File: src/rtl/mem_ctrl_pkg.sv
// rtl/mem_ctrl_pkg.sv - shared widths and state encoding for the memory access controller
package mem_ctrl_pkg;

  localparam int ADDR_W_DEF  = 8;
  localparam int DATA_W_DEF  = 8;
  localparam int BURST_W_DEF = 2;

  typedef logic [1:0] state_t;

  localparam state_t S_IDLE  = 2'd0;
  localparam state_t S_RD    = 2'd1;
  localparam state_t S_DRAIN = 2'd2;
  localparam state_t S_WR    = 2'd3;

endpackage

File: src/rtl/mem_resp_stage.sv
// rtl/mem_resp_stage.sv - one-deep capture of memory read data into the response port
module mem_resp_stage
  import mem_ctrl_pkg::*;
#(
  parameter int DATA_W = DATA_W_DEF
) (
  input  logic              clk,
  input  logic              rst,
  input  logic              issued_q,
  input  logic [DATA_W-1:0] read_data,
  output logic              resp_valid,
  output logic [DATA_W-1:0] resp_data
);

  // capture ReadData in the cycle after a beat was issued; data is zeroed between beats
  always_ff @(posedge clk or negedge rst) begin
    if (!rst) begin
      resp_valid <= 1'b0;
      resp_data  <= '0;
    end else begin
      resp_valid <= issued_q;
      resp_data  <= issued_q ? read_data : '0;
    end
  end

endmodule

File: src/rtl/mem_access_ctrl.sv
// rtl/mem_access_ctrl.sv - request sequencer driving the 8-bit data memory
module mem_access_ctrl
  import mem_ctrl_pkg::*;
#(
  parameter int ADDR_W  = ADDR_W_DEF,
  parameter int DATA_W  = DATA_W_DEF,
  parameter int BURST_W = BURST_W_DEF
) (
  input  logic               clk,
  input  logic               rst,
  input  logic               req_valid,
  output logic               req_ready,
  input  logic               req_write,
  input  logic [ADDR_W-1:0]  req_addr,
  input  logic [DATA_W-1:0]  req_wdata,
  input  logic [BURST_W-1:0] burst_len,
  output logic               resp_valid,
  output logic [DATA_W-1:0]  resp_data,
  output logic               wr_done,
  output logic               busy,
  output logic [ADDR_W-1:0]  Address,
  output logic [DATA_W-1:0]  WriteData,
  output logic               MemReadEn,
  output logic               MemWriteEn,
  input  logic [DATA_W-1:0]  ReadData
);

  localparam logic [BURST_W:0] REM_ONE = (BURST_W+1)'(1);

  state_t             state;
  state_t             state_nxt;
  logic [ADDR_W-1:0]  cur_addr;
  logic [DATA_W-1:0]  wdata_q;
  logic [BURST_W:0]   remaining;
  logic               issued_q;
  logic               wr_done_q;
  logic               accept;

  assign accept  = req_valid && (state == S_IDLE);
  assign wr_done = wr_done_q;

  // state register
  always_ff @(posedge clk or negedge rst) begin
    if (!rst) state <= S_IDLE;
    else      state <= state_nxt;
  end

  // next-state: reads run until the last beat, then one drain cycle for its capture
  always_comb begin
    state_nxt = state;
    case (state)
      S_IDLE:  if (req_valid) state_nxt = req_write ? S_WR : S_RD;
      S_RD:    if (remaining == REM_ONE) state_nxt = S_DRAIN;
      S_DRAIN: state_nxt = S_IDLE;
      S_WR:    state_nxt = S_IDLE;
      default: state_nxt = S_IDLE;
    endcase
  end

  // request latch, address/beat counters, and one-cycle delayed issue flags
  always_ff @(posedge clk or negedge rst) begin
    if (!rst) begin
      cur_addr  <= '0;
      wdata_q   <= '0;
      remaining <= '0;
      issued_q  <= 1'b0;
      wr_done_q <= 1'b0;
    end else begin
      if (accept) begin
        cur_addr  <= req_addr;
        wdata_q   <= req_wdata;
        remaining <= {1'b0, burst_len} + REM_ONE;
      end else if (state == S_RD) begin
        cur_addr  <= cur_addr + 1'b1;
        remaining <= remaining - REM_ONE;
      end
      issued_q  <= (state == S_RD);
      wr_done_q <= (state == S_WR);
    end
  end

  // output decode from state only; address and data are held at zero when memory is idle
  always_comb begin
    req_ready  = 1'b0;
    busy       = 1'b1;
    MemReadEn  = 1'b0;
    MemWriteEn = 1'b0;
    Address    = '0;
    WriteData  = '0;
    case (state)
      S_IDLE: begin
        req_ready = 1'b1;
        busy      = 1'b0;
      end
      S_RD: begin
        MemReadEn = 1'b1;
        Address   = cur_addr;
      end
      S_WR: begin
        MemWriteEn = 1'b1;
        Address    = cur_addr;
        WriteData  = wdata_q;
      end
      default: ;
    endcase
  end

  mem_resp_stage #(.DATA_W(DATA_W)) u_resp (
    .clk        (clk),
    .rst        (rst),
    .issued_q   (issued_q),
    .read_data  (ReadData),
    .resp_valid (resp_valid),
    .resp_data  (resp_data)
  );

endmodule

File: config.mk
export PLATFORM = sky130hd
export DESIGN_NAME = mem_access_ctrl
export DESIGN_NICKNAME = d
export VERILOG_FILES = /design/src/rtl/mem_ctrl_pkg.sv /design/src/rtl/mem_resp_stage.sv /design/src/rtl/mem_access_ctrl.sv
export SDC_FILE = /design/constraint.sdc
export NUM_CORES = 1
export LEC_CHECK = 0
export ABC_AREA = 1
export CAP_MARGIN = 5
export CORE_MARGIN = 2
export CORE_UTILIZATION = 44
export DETAILED_ROUTE_END_ITERATION = 16
export MAX_ROUTING_LAYER = met4
export PLACE_DENSITY = 0.88
export SYNTH_ARGS = -nofsm -noshare
export SYNTH_HDL_FRONTEND = slang
export SYNTH_HIERARCHICAL = 1
export SYNTH_SLANG_ARGS = --single-unit
File: constraint.sdc
create_clock -name clk -period 1.4 [get_ports clk]
set_input_delay 0.14 -clock clk [delete_from_list [all_inputs] [get_ports clk]]
set_output_delay 0.14 -clock clk [all_outputs]
set_load 0.05 [all_outputs]
-- Word level (Yosys, flattened, before mapping)
Index checks and enable logic that the tools add are counted.
- input port bits: 30
- output and inout bits: 30
- flip-flop bits (word level): 32
- word-level logic and storage cells: 38
- memories: 0
- memory bits (writable): 0
- latch bits: 0
- bits in read-only memories: 0
- reduce and logical (&&, ||, !) cells: 6
- divide/modulo/power cells: 0
- bitwise logic cells: 0
- order comparisons: 0
- equal/unequal tests: 6
- multiply operators: 0
- shift operators: 0
- mux-type cells: 15
- add/sub/neg operators: 3
- operator list (cell ; count):
    8-bit two-way mux ; 5
    8-bit by 1-bit adder with 8-bit output (second input constant) ; 1
    2-bit two-way mux ; 3
    3-bit two-way mux ; 2
    2-bit case mux with 3 select lines ; 1
    2-bit equality test (second input constant) ; 2
    1-bit two-way mux ; 4
    2-bit inequality test (second input constant) ; 2
    2-bit OR reduction ; 2
    2-bit by 1-bit adder with 3-bit output (second input constant) ; 1
    3-bit by 1-bit equality test with 1-bit output (second input constant) ; 1
    3-bit by 1-bit subtractor with 3-bit output (second input constant) ; 1
    2-bit by 1-bit equality test with 1-bit output (second input constant) ; 1
    2-bit logical NOT ; 1
    2-bit AND reduction ; 1
    2-bit nonzero test ; 1
    1-bit logical AND ; 1

-- Depth between registers and ports, before layout
- word-level depth: 3
- depth in mapped cells: 7
- depth with buffers taken out: 7

-- Hierarchy
Netlist, hierarchy kept.
- modules (own cells, without submodules) (module ; sequential area each (µm²) ; cells each ; instances ; area each (µm²)):
    mem_access_ctrl ; 575.6 ; 175 ; 1 ; 1306.3
    mem_resp_stage ; 225.2 ; 26 ; 1 ; 290.3

-- Worst setup path before layout
No wires, ideal clock.
- path kind: reg-to-output
- from: register state[0]
- to: output WriteData[0]
- buffers on the path: 1
- path slack: -0.098 ns
- data required time: 1.260 ns
- arrival: 1.358 ns
- stages on the path, launching flop included: 4
- cells stage by stage: dfrtp_1 -> buf_6 -> nand2_1 -> nor2_1
- longest elaborated chain between the ends: 2
- ends and longest elaborated chain (element ; line ; source):
    start, declared ; mem_access_ctrl.sv:30 ; state_t state;
    start signal, assigned ; mem_access_ctrl.sv:45 ; else state <= state_nxt;
    2-bit equality test ; mem_access_ctrl.sv:90 ; case (state)
    8-bit two-way mux ; mem_access_ctrl.sv:90 ;
    end, declared ; mem_access_ctrl.sv:22 ; output logic [DATA_W-1:0] WriteData,
No other way between the ends.

-- Worst setup path in the final report
- from: register state[0]
- to: output Address[4]
- longest elaborated chain between the ends: 3
- elaborated cells between the ends (all ways): 4
- those cells by class: eq/ne (2); mux (1); reduce/logical (1)
- ends and longest elaborated chain (element ; line ; source):
    2-bit by 1-bit equality test with 1-bit output or 2-bit equality test (tied branches) ; mem_access_ctrl.sv:90 ;
    2-bit OR reduction (no source line) * ; - ;
    8-bit two-way mux * ; mem_access_ctrl.sv:90 ;
    end, declared ; mem_access_ctrl.sv:21 ; output logic [ADDR_W-1:0] Address,
Every way passes the cells marked *; elsewhere a longest branch is shown, timed or not.

==> impl_results.md <==
* Status: complete, but fails checks
* Failing checks: setup timing
* Die ar. at between 4000 and 5000 sq um
* TritonCTS Buffers at 5
* Highest Signal Layer: met4
* Hold WC Path Type: input port to asynchronous set/reset pin
* Post-synth EDFFs at 0
* Final Cycle Share at 1.066
* DPL Wire Length at around 2900 um
* Total vias in the final route at roughly 1,600
* Largest net degree at the start of global routing at 33
* WL final at roughly 4400 um
* CTS sink count at 32
* RSZ-0062 raised after global routing: yes
* Max-Cap Viols at 0
* Routed wl met2 at about 2400 um
* Gp weighted congestion at between 0.8 and 0.9
* N_diodes at 0
* Synth cell count leaders: 66 x nand2_1, 41 x inv_1, 32 x dfrtp_1
* RR Startpoint: state[0]
* Sequential share of the synthesized area at 0.5016
* Post-detailed-route wirelength per cell at ~14 um
* Die Height at about 64 um
* Skew-Pair Late Insertion Delay at approximately 0.33 ns
* Drt pass-1 iters at 4
* # rows at 21
* Metal3 WL at 199 um
* Critical Path End Type: output pin
* M1 WL at around 1700 um
* Fill cells at between 200 and 250
* DRC violations left at 0
* Final WS setup at -0.09173 ns
* Worst-case clock buffer depth at 2
* Final Slew Violations at 0
* Reg clk slew, reported paths at 0.10 ns
* Max Fclk at approximately 670 MHz
* Fin Clk Skew at 0.004027 ns
* Clock tree from TritonCTS: yes
* Synth warnings at 6
* DP Cell Count at between 300 and 400
* PwrDens at 2525 nW/um^2
* First-pass GRT wire length at 7051 um
* Main synth FF type: dfrtp_1
* Worst relative slew slack at 0.7407
* Ranking of synthesized cells by area: dfrtp_1 50%, nand2_1 16%, inv_1 9.6%, o21ai_0 4.4%, ha_1 3.1%
* Layout Nets at 305
* Crit Path Category: flop to output pin
* Leakage power at about 1.3 nW
* Share of layout cells above drive strength 1 at 0.3051
* Num ports at 60
* Seq cells post-synth at 32
* Net Count, Synth at 235
* Post-Layout Cell Count at about 320
* Maximum VDD drop at 1373 uV
* Storage element area at roughly 800 sq um
* Arr. time, crit path at ~1.4 ns
* Synth area leader: dfrtp_1
* # H-tree levels at 2
* Final Setup Violations at 26
* Data required, critical path at about 1.3 ns
* DRT iter0 DRCs at around 120
* Most common cell in the netlist: nand2_1
* Synth cell types at 18
* Hold Vio Cnt, Final at 0
* Die W at 64.24 um
* CP max FO at 8
* Initial antenna violation count at 0
* GRT Resource Usage Total at 0.2312
* Final worst path period need at around 1.5 ns
* Synthesis-to-finish area growth at 68.18%
* Least-Margin Pin Slew at ~0.39 ns
* Total power at slightly below 7 mW
* CP startpoint: state[0]
* Routed Antenna Nets at 0
* IO buf count at 59
* Mapped Area at roughly 1600 sq um
* Synth Instances at approximately 200
* Top-area cell type share of the netlist area at 0.5016
* CP Launch Type: flop
* Vias in the first global route at 1,558
* Root Buffer: clkbuf_4
* Ys async rst share at 1.000
* Core area at approximately 3400 sq um
* Via/cell ratio at between 4 and 5
* Total gr overflow at 0
* Syn_area_per_cell at around 7.9 sq um
* Min Hold Slack at 0.1789 ns
* Starting Density at 0.4674
* Multi-input gate area at slightly above 700 sq um
## through the flow
step	TNS (ns)	cell area, sq um	setup WS (ns)	util
detailed placement	0	2412	0.06991	0.7062
finish	-1.191	2685	-0.09173	0.7861
floorplan	-0.7875	1597	-0.09844	-
CTS	-0.4209	2584	-0.03743	0.7564
global route	-3.729	2685	-0.1519	0.7861
global placement	0	2412	0.1238	0.7062
## worst paths after layout
path / to / slack, ns / cells past startpoint
setup / recovery: Address[4] / -0.09 / 4
hold / removal: cur_addr[6] / 0.18 / 2
setup reg to reg: remaining[1] / -0.04 / 6
hold reg to reg: remaining[1] / 0.55 / 2
max in group asynchronous: state[0] / 0.91 / 2
min in group clk: u_resp/resp_data[1] / 0.32 / 3
## layer usage
metal,vias to the layer above,GRT usage
li1,744,-
met1,740,0.2663
met2,57,0.3919
met3,11,0.05106
met4,0,0.09309
met5,-,-
## cell type report
type                    count  share of cell area
multi-input cells         122              0.2633
repair buffers             67              0.3197
well taps                  46             0.02144
clock inverters             3             0.01584
clock buffers               5             0.01398
flip-flops and latches     32              0.2987
inverters                  43             0.06710
## cell families after synthesis
kind of cell | synth area share
flops | 0.5016
simple gates | 0.2335
buf+inv | 0.1324
xor+xnor | 0.01097
compound gates | 0.09013
fa+ha+maj | 0.03135
## cells in the final DEF, fill, tap and decap left out, types with 5 or more instances in the layout
master,instances
clkdlybuf4s50_1,29
nand2_2,5
nand3_1,7
nand2_4,7
nor2_4,9
buf_4,14
dfrtp_1,31
inv_2,7
buf_12,22
nand2_1,57
o21ai_1,5
inv_1,30
clkbuf_4,5
o21ai_0,14
## critical path, cell delays in order, from the launching register on
cell and delay (ns):
dfrtp_2 0.56, buf_12 0.19, nand2_2 0.06, inv_2 0.07, buf_12 0.13
## state kept, by name, summed over array words and instances (netlist names)
register           flops
remaining              3
u_resp/resp_valid      1
u_resp/resp_data       8
state                  2
cur_addr               8
issued_q               1
wr_done                1
wdata_q                8
## power by group
part           internal, mW  total, mW  switching (mW)
Combinational          1.74       4.33            2.60
Sequential             1.33       1.74           0.412
Clock                 0.372      0.702           0.330
Total                  3.44       6.78            3.34
## timing repair
item,4_1_cts,5_1_grt
resized for setup,28,25
setup buffers,4,0
gates cloned,0,1
endpoints found under the setup margin,19,38
endpoints found under the hold margin,0,0
pin swaps,2,2
hold buffers,0,0
Note: power is estimated with default switching activity, not from simulation.
